--- src/rtl/decode_stage.sv ---
// RISC-V decode stage: register file, instruction decode,
// load-use hazard detection and a one-entry output register.
module decode_stage #(
    parameter int NUM_REGS  = 32,
    parameter int BYPASS_EN = 1
) (
    input  logic        clk,
    input  logic        rst,
    input  logic        if_valid_i,
    input  logic [31:0] instr_i,
    input  logic [31:0] pc_i,
    output logic        if_ready_o,
    output logic        ex_valid_o,
    input  logic        ex_ready_i,
    input  logic        ex_is_load_i,
    input  logic [4:0]  ex_rd_i,
    input  logic        flush_i,
    input  logic        wb_wen_i,
    input  logic [4:0]  wb_rd_i,
    input  logic [31:0] wb_data_i,
    output logic [31:0] pc_o,
    output logic [31:0] instr_o,
    output logic [4:0]  rs1_o,
    output logic [4:0]  rs2_o,
    output logic [4:0]  rd_o,
    output logic [31:0] rs1_data_o,
    output logic [31:0] rs2_data_o,
    output logic [31:0] imm_o,
    output logic [2:0]  format_o,
    output logic        rf_wr_en_o,
    output logic        is_branch_o,
    output logic        is_load_o,
    output logic        is_store_o,
    output logic        illegal_o
);

    localparam int AW = (NUM_REGS == 16) ? 4 : 5;
    localparam logic [5:0] NREG = 6'(NUM_REGS);

    localparam logic [6:0] OPC_OP     = 7'b0110011;
    localparam logic [6:0] OPC_IMM    = 7'b0010011;
    localparam logic [6:0] OPC_LOAD   = 7'b0000011;
    localparam logic [6:0] OPC_STORE  = 7'b0100011;
    localparam logic [6:0] OPC_LUI    = 7'b0110111;
    localparam logic [6:0] OPC_AUIPC  = 7'b0010111;
    localparam logic [6:0] OPC_JAL    = 7'b1101111;
    localparam logic [6:0] OPC_JALR   = 7'b1100111;
    localparam logic [6:0] OPC_BRANCH = 7'b1100011;
    localparam logic [6:0] OPC_SYSTEM = 7'b1110011;

    typedef enum logic [2:0] {
        F_NOP = 3'd0,
        F_R   = 3'd1,
        F_I   = 3'd2,
        F_S   = 3'd3,
        F_B   = 3'd4,
        F_U   = 3'd5,
        F_J   = 3'd6
    } fmt_e;

    logic [31:0] rf [NUM_REGS];

    logic [6:0]  opc;
    logic [2:0]  f3;
    logic [4:0]  f_rs1;
    logic [4:0]  f_rs2;
    logic [4:0]  f_rd;
    logic [31:0] imm_i;
    logic [31:0] imm_s;
    logic [31:0] imm_b;
    logic [31:0] imm_u;
    logic [31:0] imm_j;

    fmt_e        d_fmt;
    logic [31:0] d_imm;
    logic        use1;
    logic        use2;
    logic        use_rd;
    logic        wr;
    logic        br;
    logic        ld;
    logic        st;
    logic        ill_op;

    logic [4:0]  d_rs1;
    logic [4:0]  d_rs2;
    logic [4:0]  d_rd;
    logic        d_ill;
    logic        hazard;
    logic        wq;
    logic        slot_free;
    logic [31:0] d_rs1_data;
    logic [31:0] d_rs2_data;

    assign opc   = instr_i[6:0];
    assign f3    = instr_i[14:12];
    assign f_rs1 = instr_i[19:15];
    assign f_rs2 = instr_i[24:20];
    assign f_rd  = instr_i[11:7];

    assign imm_i = {{20{instr_i[31]}}, instr_i[31:20]};
    assign imm_s = {{20{instr_i[31]}}, instr_i[31:25], instr_i[11:7]};
    assign imm_b = {{19{instr_i[31]}}, instr_i[31], instr_i[7],
                    instr_i[30:25], instr_i[11:8], 1'b0};
    assign imm_u = {instr_i[31:12], 12'b0};
    assign imm_j = {{11{instr_i[31]}}, instr_i[31], instr_i[19:12],
                    instr_i[20], instr_i[30:21], 1'b0};

    // Classify the opcode: format, used fields, side effects
    always_comb begin
        d_fmt  = F_NOP;
        d_imm  = '0;
        use1   = 1'b0;
        use2   = 1'b0;
        use_rd = 1'b0;
        wr     = 1'b0;
        br     = 1'b0;
        ld     = 1'b0;
        st     = 1'b0;
        ill_op = 1'b0;
        unique case (opc)
            OPC_OP: begin
                d_fmt  = F_R;
                use1   = 1'b1;
                use2   = 1'b1;
                use_rd = 1'b1;
                wr     = 1'b1;
            end
            OPC_IMM: begin
                if (instr_i != 32'h0000_0013) begin
                    d_fmt  = F_I;
                    d_imm  = imm_i;
                    use1   = 1'b1;
                    use_rd = 1'b1;
                    wr     = 1'b1;
                end
            end
            OPC_LOAD: begin
                d_fmt  = F_I;
                d_imm  = imm_i;
                use1   = 1'b1;
                use_rd = 1'b1;
                wr     = 1'b1;
                ld     = 1'b1;
                ill_op = (f3 == 3'd3) || (f3[2:1] == 2'b11);
            end
            OPC_STORE: begin
                d_fmt  = F_S;
                d_imm  = imm_s;
                use1   = 1'b1;
                use2   = 1'b1;
                st     = 1'b1;
                ill_op = (f3 >= 3'd3);
            end
            OPC_BRANCH: begin
                d_fmt  = F_B;
                d_imm  = imm_b;
                use1   = 1'b1;
                use2   = 1'b1;
                br     = 1'b1;
                ill_op = (f3[2:1] == 2'b01);
            end
            OPC_JALR: begin
                d_fmt  = F_I;
                d_imm  = imm_i;
                use1   = 1'b1;
                use_rd = 1'b1;
                wr     = 1'b1;
                br     = 1'b1;
                ill_op = (f3 != 3'd0);
            end
            OPC_LUI, OPC_AUIPC: begin
                d_fmt  = F_U;
                d_imm  = imm_u;
                use_rd = 1'b1;
                wr     = 1'b1;
            end
            OPC_JAL: begin
                d_fmt  = F_J;
                d_imm  = imm_j;
                use_rd = 1'b1;
                wr     = 1'b1;
                br     = 1'b1;
            end
            OPC_SYSTEM: begin
                d_fmt = F_NOP;
            end
            default: begin
                ill_op = 1'b1;
            end
        endcase
    end

    assign d_rs1 = use1 ? f_rs1 : 5'd0;
    assign d_rs2 = use2 ? f_rs2 : 5'd0;
    assign d_rd  = use_rd ? f_rd : 5'd0;

    assign d_ill = ill_op
                || (instr_i[1:0] != 2'b11)
                || ({1'b0, d_rs1} >= NREG)
                || ({1'b0, d_rs2} >= NREG)
                || ({1'b0, d_rd} >= NREG);

    assign hazard = ex_is_load_i && (ex_rd_i != 5'd0)
                 && ((use1 && f_rs1 == ex_rd_i)
                  || (use2 && f_rs2 == ex_rd_i));

    assign wq = wb_wen_i && (wb_rd_i != 5'd0)
             && ({1'b0, wb_rd_i} < NREG);

    function automatic logic [31:0] rf_read(input logic [4:0] idx);
        logic [31:0] v;
        v = '0;
        if (idx != 5'd0 && {1'b0, idx} < NREG) begin
            if (BYPASS_EN != 0 && wq && wb_rd_i == idx) begin
                v = wb_data_i;
            end else begin
                v = rf[idx[AW-1:0]];
            end
        end
        return v;
    endfunction

    // Operand fetch with optional writeback forwarding
    always_comb begin
        d_rs1_data = rf_read(d_rs1);
        d_rs2_data = rf_read(d_rs2);
    end

    assign slot_free  = !ex_valid_o || ex_ready_i;
    assign if_ready_o = rst && (flush_i || (slot_free && !hazard));

    // Register file: cleared in reset, x0 never written
    always_ff @(posedge clk) begin
        if (!rst) begin
            for (int i = 0; i < NUM_REGS; i++) begin
                rf[i] <= '0;
            end
        end else if (wq) begin
            rf[wb_rd_i[AW-1:0]] <= wb_data_i;
        end
    end

    // Output slot: flush beats accept, bubble on hazard, hold on stall
    always_ff @(posedge clk) begin
        if (!rst) begin
            ex_valid_o  <= 1'b0;
            pc_o        <= '0;
            instr_o     <= '0;
            rs1_o       <= '0;
            rs2_o       <= '0;
            rd_o        <= '0;
            rs1_data_o  <= '0;
            rs2_data_o  <= '0;
            imm_o       <= '0;
            format_o    <= '0;
            rf_wr_en_o  <= 1'b0;
            is_branch_o <= 1'b0;
            is_load_o   <= 1'b0;
            is_store_o  <= 1'b0;
            illegal_o   <= 1'b0;
        end else if (flush_i) begin
            ex_valid_o <= 1'b0;
        end else if (slot_free) begin
            if (if_valid_i && !hazard) begin
                ex_valid_o  <= 1'b1;
                pc_o        <= pc_i;
                instr_o     <= instr_i;
                rs1_o       <= d_rs1;
                rs2_o       <= d_rs2;
                rd_o        <= d_rd;
                rs1_data_o  <= d_rs1_data;
                rs2_data_o  <= d_rs2_data;
                imm_o       <= d_imm;
                format_o    <= d_fmt;
                rf_wr_en_o  <= wr && (d_rd != 5'd0) && !d_ill;
                is_branch_o <= br && !d_ill;
                is_load_o   <= ld && !d_ill;
                is_store_o  <= st && !d_ill;
                illegal_o   <= d_ill;
            end else begin
                ex_valid_o <= 1'b0;
            end
        end
    end

endmodule

--- config.mk ---
export PLATFORM = sky130hd
export DESIGN_NAME = decode_stage
export DESIGN_NICKNAME = d
export VERILOG_FILES = /design/src/rtl/decode_stage.sv
export SDC_FILE = /design/constraint.sdc
export NUM_CORES = 2
export LEC_CHECK = 0
export CAP_MARGIN = 20
export CORE_MARGIN = 2
export CORE_UTILIZATION = 45
export DETAILED_ROUTE_END_ITERATION = 10
export PLACE_DENSITY = 0.75
export SLEW_MARGIN = 20
export SYNTH_ARGS = -nofsm -noshare
export SYNTH_HDL_FRONTEND = slang
export SYNTH_SLANG_ARGS = --single-unit
--- constraint.sdc ---
create_clock -name clk -period 4.98 [get_ports clk]
set_input_delay 0.996 -clock clk [delete_from_list [all_inputs] [get_ports clk]]
set_output_delay 0.996 -clock clk [all_outputs]
set_load 0.01 [all_outputs]
==> impl_metrics.tcl <==
set metrics [dict create \
    wl_met2_um 104000 \
    start_kind "primary input" \
    worstSetupPathType "in2out" \
    synth.avg_cell_area_um2 12.3 \
    dieHeight_um 378 \
    setup_viol 1 \
    violations "negative setup slack" \
    cp_slowest_cell "nor4_1" \
    num_vias 49100 \
    grt_pass1_vias 47700 \
    path_cells "clkdlybuf4s50_1 -> nor4_1 -> and3_1 -> nand4_1 -> nor4bb_1 -> nor3_1 -> nor2_1 -> nor2_1 -> clkdlybuf4s50_1" \
    critPathMaxStageDelay_ns 0.83 \
    status "finished, violations left" \
    hold_start "instr_o[20]" \
    crit_path_max_fanout 4 \
    path_delay_family "simple AND/OR/NAND/NOR gates" \
    synth_ff_type "edfxtp_1" \
    clock_latency_ns 0.76 \
    rows 137 \
    drive_gt1_share_pct 17.4 \
    synth_async_sr_flop_share_pct 0 \
    antenna_found_initial 17 \
    wl_met3_um 35900 \
    final_cell_area_um2 73000 \
    multi_input_area_um2 27000 \
    met1_length_um 79500 \
    n_fill_cell 11400 \
    hpwl_um 142000 \
    grt_pass1_wl_um 334000 \
    regToRegSetupSlack_ns 2.21 \
    root_buffer "clkbuf_16" \
    p_clk_share_pct 39.2 \
    ir_drop_mv 0.356 \
    nets 5380 \
    grt_usage_pct 32.3 \
    fmax_mhz 201 \
    power.internal_uw 17400 \
    switching_share_pct 24.6 \
    syn_area_um2 62800 \
    dpl_cell_area_um2 69200 \
    hold_path_class "reg2reg" \
    final_common_cell "edfxtp_1" \
    setup_ws_ns -0.00178 \
    firstDrtPassIters 8 \
    place_ws_ns 0.203 \
    ys_warn_count 0 \
    cts_tree "built" \
    die_w_um 378 \
    worst_slew_pin_slew_ns 1.17 \
    post_cts_buffers 0 \
    grt_overflow 0 \
    slew_viol_final 0 \
    share_comb_of_total_power_pct 9.9 \
    fin_skew_ns 0.0538 \
    synth_cell_types 69 \
    reg2reg_to "rs2_data_o[20]" \
    ant_nets 0 \
    final_cell_mix "edfxtp_1, and2_1, nand2_1" \
    cts_resized 0 \
    crit_buf_inv 2 \
    h-tree-depth 3 \
    drc_errors 0 \
    fin_crit_sh_pct 100 \
    max-cap-violations 0 \
    syn_to_final_growth_pct 16.2 \
    cp.arrival_ns 3.99 \
    portBuffers 297 \
    synth_seq_cells 1208 \
    power_switching_uw 5690 \
    rsz0062_at_grt "no" \
    seqCellArea_um2 34400 \
    routabilityCongestion 0.928 \
    whs_endpoint "instr_o[20]" \
    grt_max_degree 120 \
    clk_path_buf_depth 3 \
    synthCells 5106 \
    yosysSeqAreaShare_pct 54.8 \
    p_per_area_nw_per_um2 317 \
    slew_headroom_pct 21.5 \
    path_clk_slew_ns 0.06 \
    min_path_cells 2 \
    endpoint_kind "output pin" \
    wl_um 236000 \
    synth_edf_count 1024 \
    cts.sinks 1208 \
    finalHoldViolCount 0 \
    viasPerCell 6.76 \
    p_leak_uw 0.0255 \
    ios 298 \
    start_util_pct 45.2 \
    r2r_start "ex_valid_o" \
    drt_iter0_markers 8550 \
    hold_buffers 0 \
    finalCriticalPeriod_ns 4.98 \
    routedWlPerCell_um 32.5 \
    power_frac_seq_pct 50.9 \
    core_um2 139000 \
    r2r_cells 7 \
    cts_made_buffers 118 \
    top_layer "met5" \
    worst_ep_required_time_ns 3.98 \
    dieArea_um2 143000 \
]
power by group through the flow:
stage / logic, uW / registers, uW / clock network (uW)
6_report: 2280 / 11800 / 9070
5_1_grt: 2350 / 11800 / 9410
3_3_place_gp: 2180 / 11900 / 0
2_1_floorplan: 1290 / 11900 / 0
4_1_cts: 2220 / 11700 / 9050
3_5_place_dp: 2210 / 12000 / 0
how the worst max path moves through the flow:
stage | cells after the start | endpoint | slack (ns) | from
after global placement | 9 | if_ready_o | 0.19 | instr_i[26]
after detailed placement | 9 | if_ready_o | 0.20 | instr_i[26]
final | 9 | if_ready_o | -0.002 | instr_i[26]
after CTS | 9 | if_ready_o | 0.20 | instr_i[26]
after global routing | 9 | if_ready_o | 0.03 | instr_i[25]
after floorplan | 7 | rf[4][0] | -0.19 | wb_rd_i[2]
per-layer routing:
metal | vias up | global-route usage, %
met2 | 4541 | 48.9
met3 | 1070 | 10.7
met5 | - | 1.03
met1 | 24000 | 40.1
li1 | 19500 | -
met4 | 20 | 19.7
kinds of logic after synthesis:
group	count (synthesis)	synth area share [%]
simple gates	1813	15.7
flops	1208	54.8
compound gates	927	10.4
mux	594	15.4
buf+inv	545	3.34
xor+xnor	18	0.251
other cells	1	0.00597
Yosys cell counts (38+ instances only):
cell | instances | area share, %
a211oi_1 | 61 | 0.73
a21oi_1 | 203 | 1.6
a221o_1 | 58 | 0.92
a221oi_1 | 58 | 0.81
a22oi_1 | 50 | 0.60
and2_1 | 1001 | 10
buf_1 | 58 | 0.35
clkbuf_1 | 451 | 2.7
dfxtp_1 | 184 | 5.9
edfxtp_1 | 1024 | 49
mux2_2 | 54 | 0.97
mux2i_1 | 245 | 3.9
mux4_2 | 295 | 11
nand2_1 | 453 | 2.7
nand3_1 | 77 | 0.61
nor2_1 | 108 | 0.65
nor2b_1 | 53 | 0.53
o21ai_0 | 164 | 1.3
o22ai_1 | 38 | 0.38
sequential cells by signal, summed over array words and instances (netlist names):
signal / count
ex_valid_o: 1
rs2_o: 5
illegal_o: 1
rd_o: 5
format_o: 3
is_store_o: 1
rf_wr_en_o: 1
imm_o: 32
rs2_data_o: 32
pc_o: 32
rs1_data_o: 32
instr_o: 32
rf: 1024
rs1_o: 5
is_branch_o: 1
is_load_o: 1
layout make-up:
cell class	instances	share of cell area [%]
Sequential cell	1208	47.2
Multi-Input combinational cell	3384	36.9
Timing Repair Buffer	546	7.32
Clock buffer	167	4.51
Tap cell	1876	3.21
Clock inverter	55	0.752
Inverter	9	0.0548
Antenna cell	16	0.0548
worst min-delay path, stage by stage (launching register included):
cell and delay [ns]:
dfxtp_1 0.31, nand2_1 0.05, a21oi_1 0.05
through the flow:
stage	std cells	utilization [%]	TNS, ns	hold WS [ns]	total power [uW]
global route	7251	52.5	0	0.468	23600
CTS	7245	52.6	0	0.456	23000
global placement	7023	49.8	0	0.440	14100
detailed placement	7023	49.8	0	0.447	14200
floorplan	5137	-	-41.21	0.470	13200
finish	7261	52.5	-0.00178	0.453	23100
(Power assumes the default switching activity.)
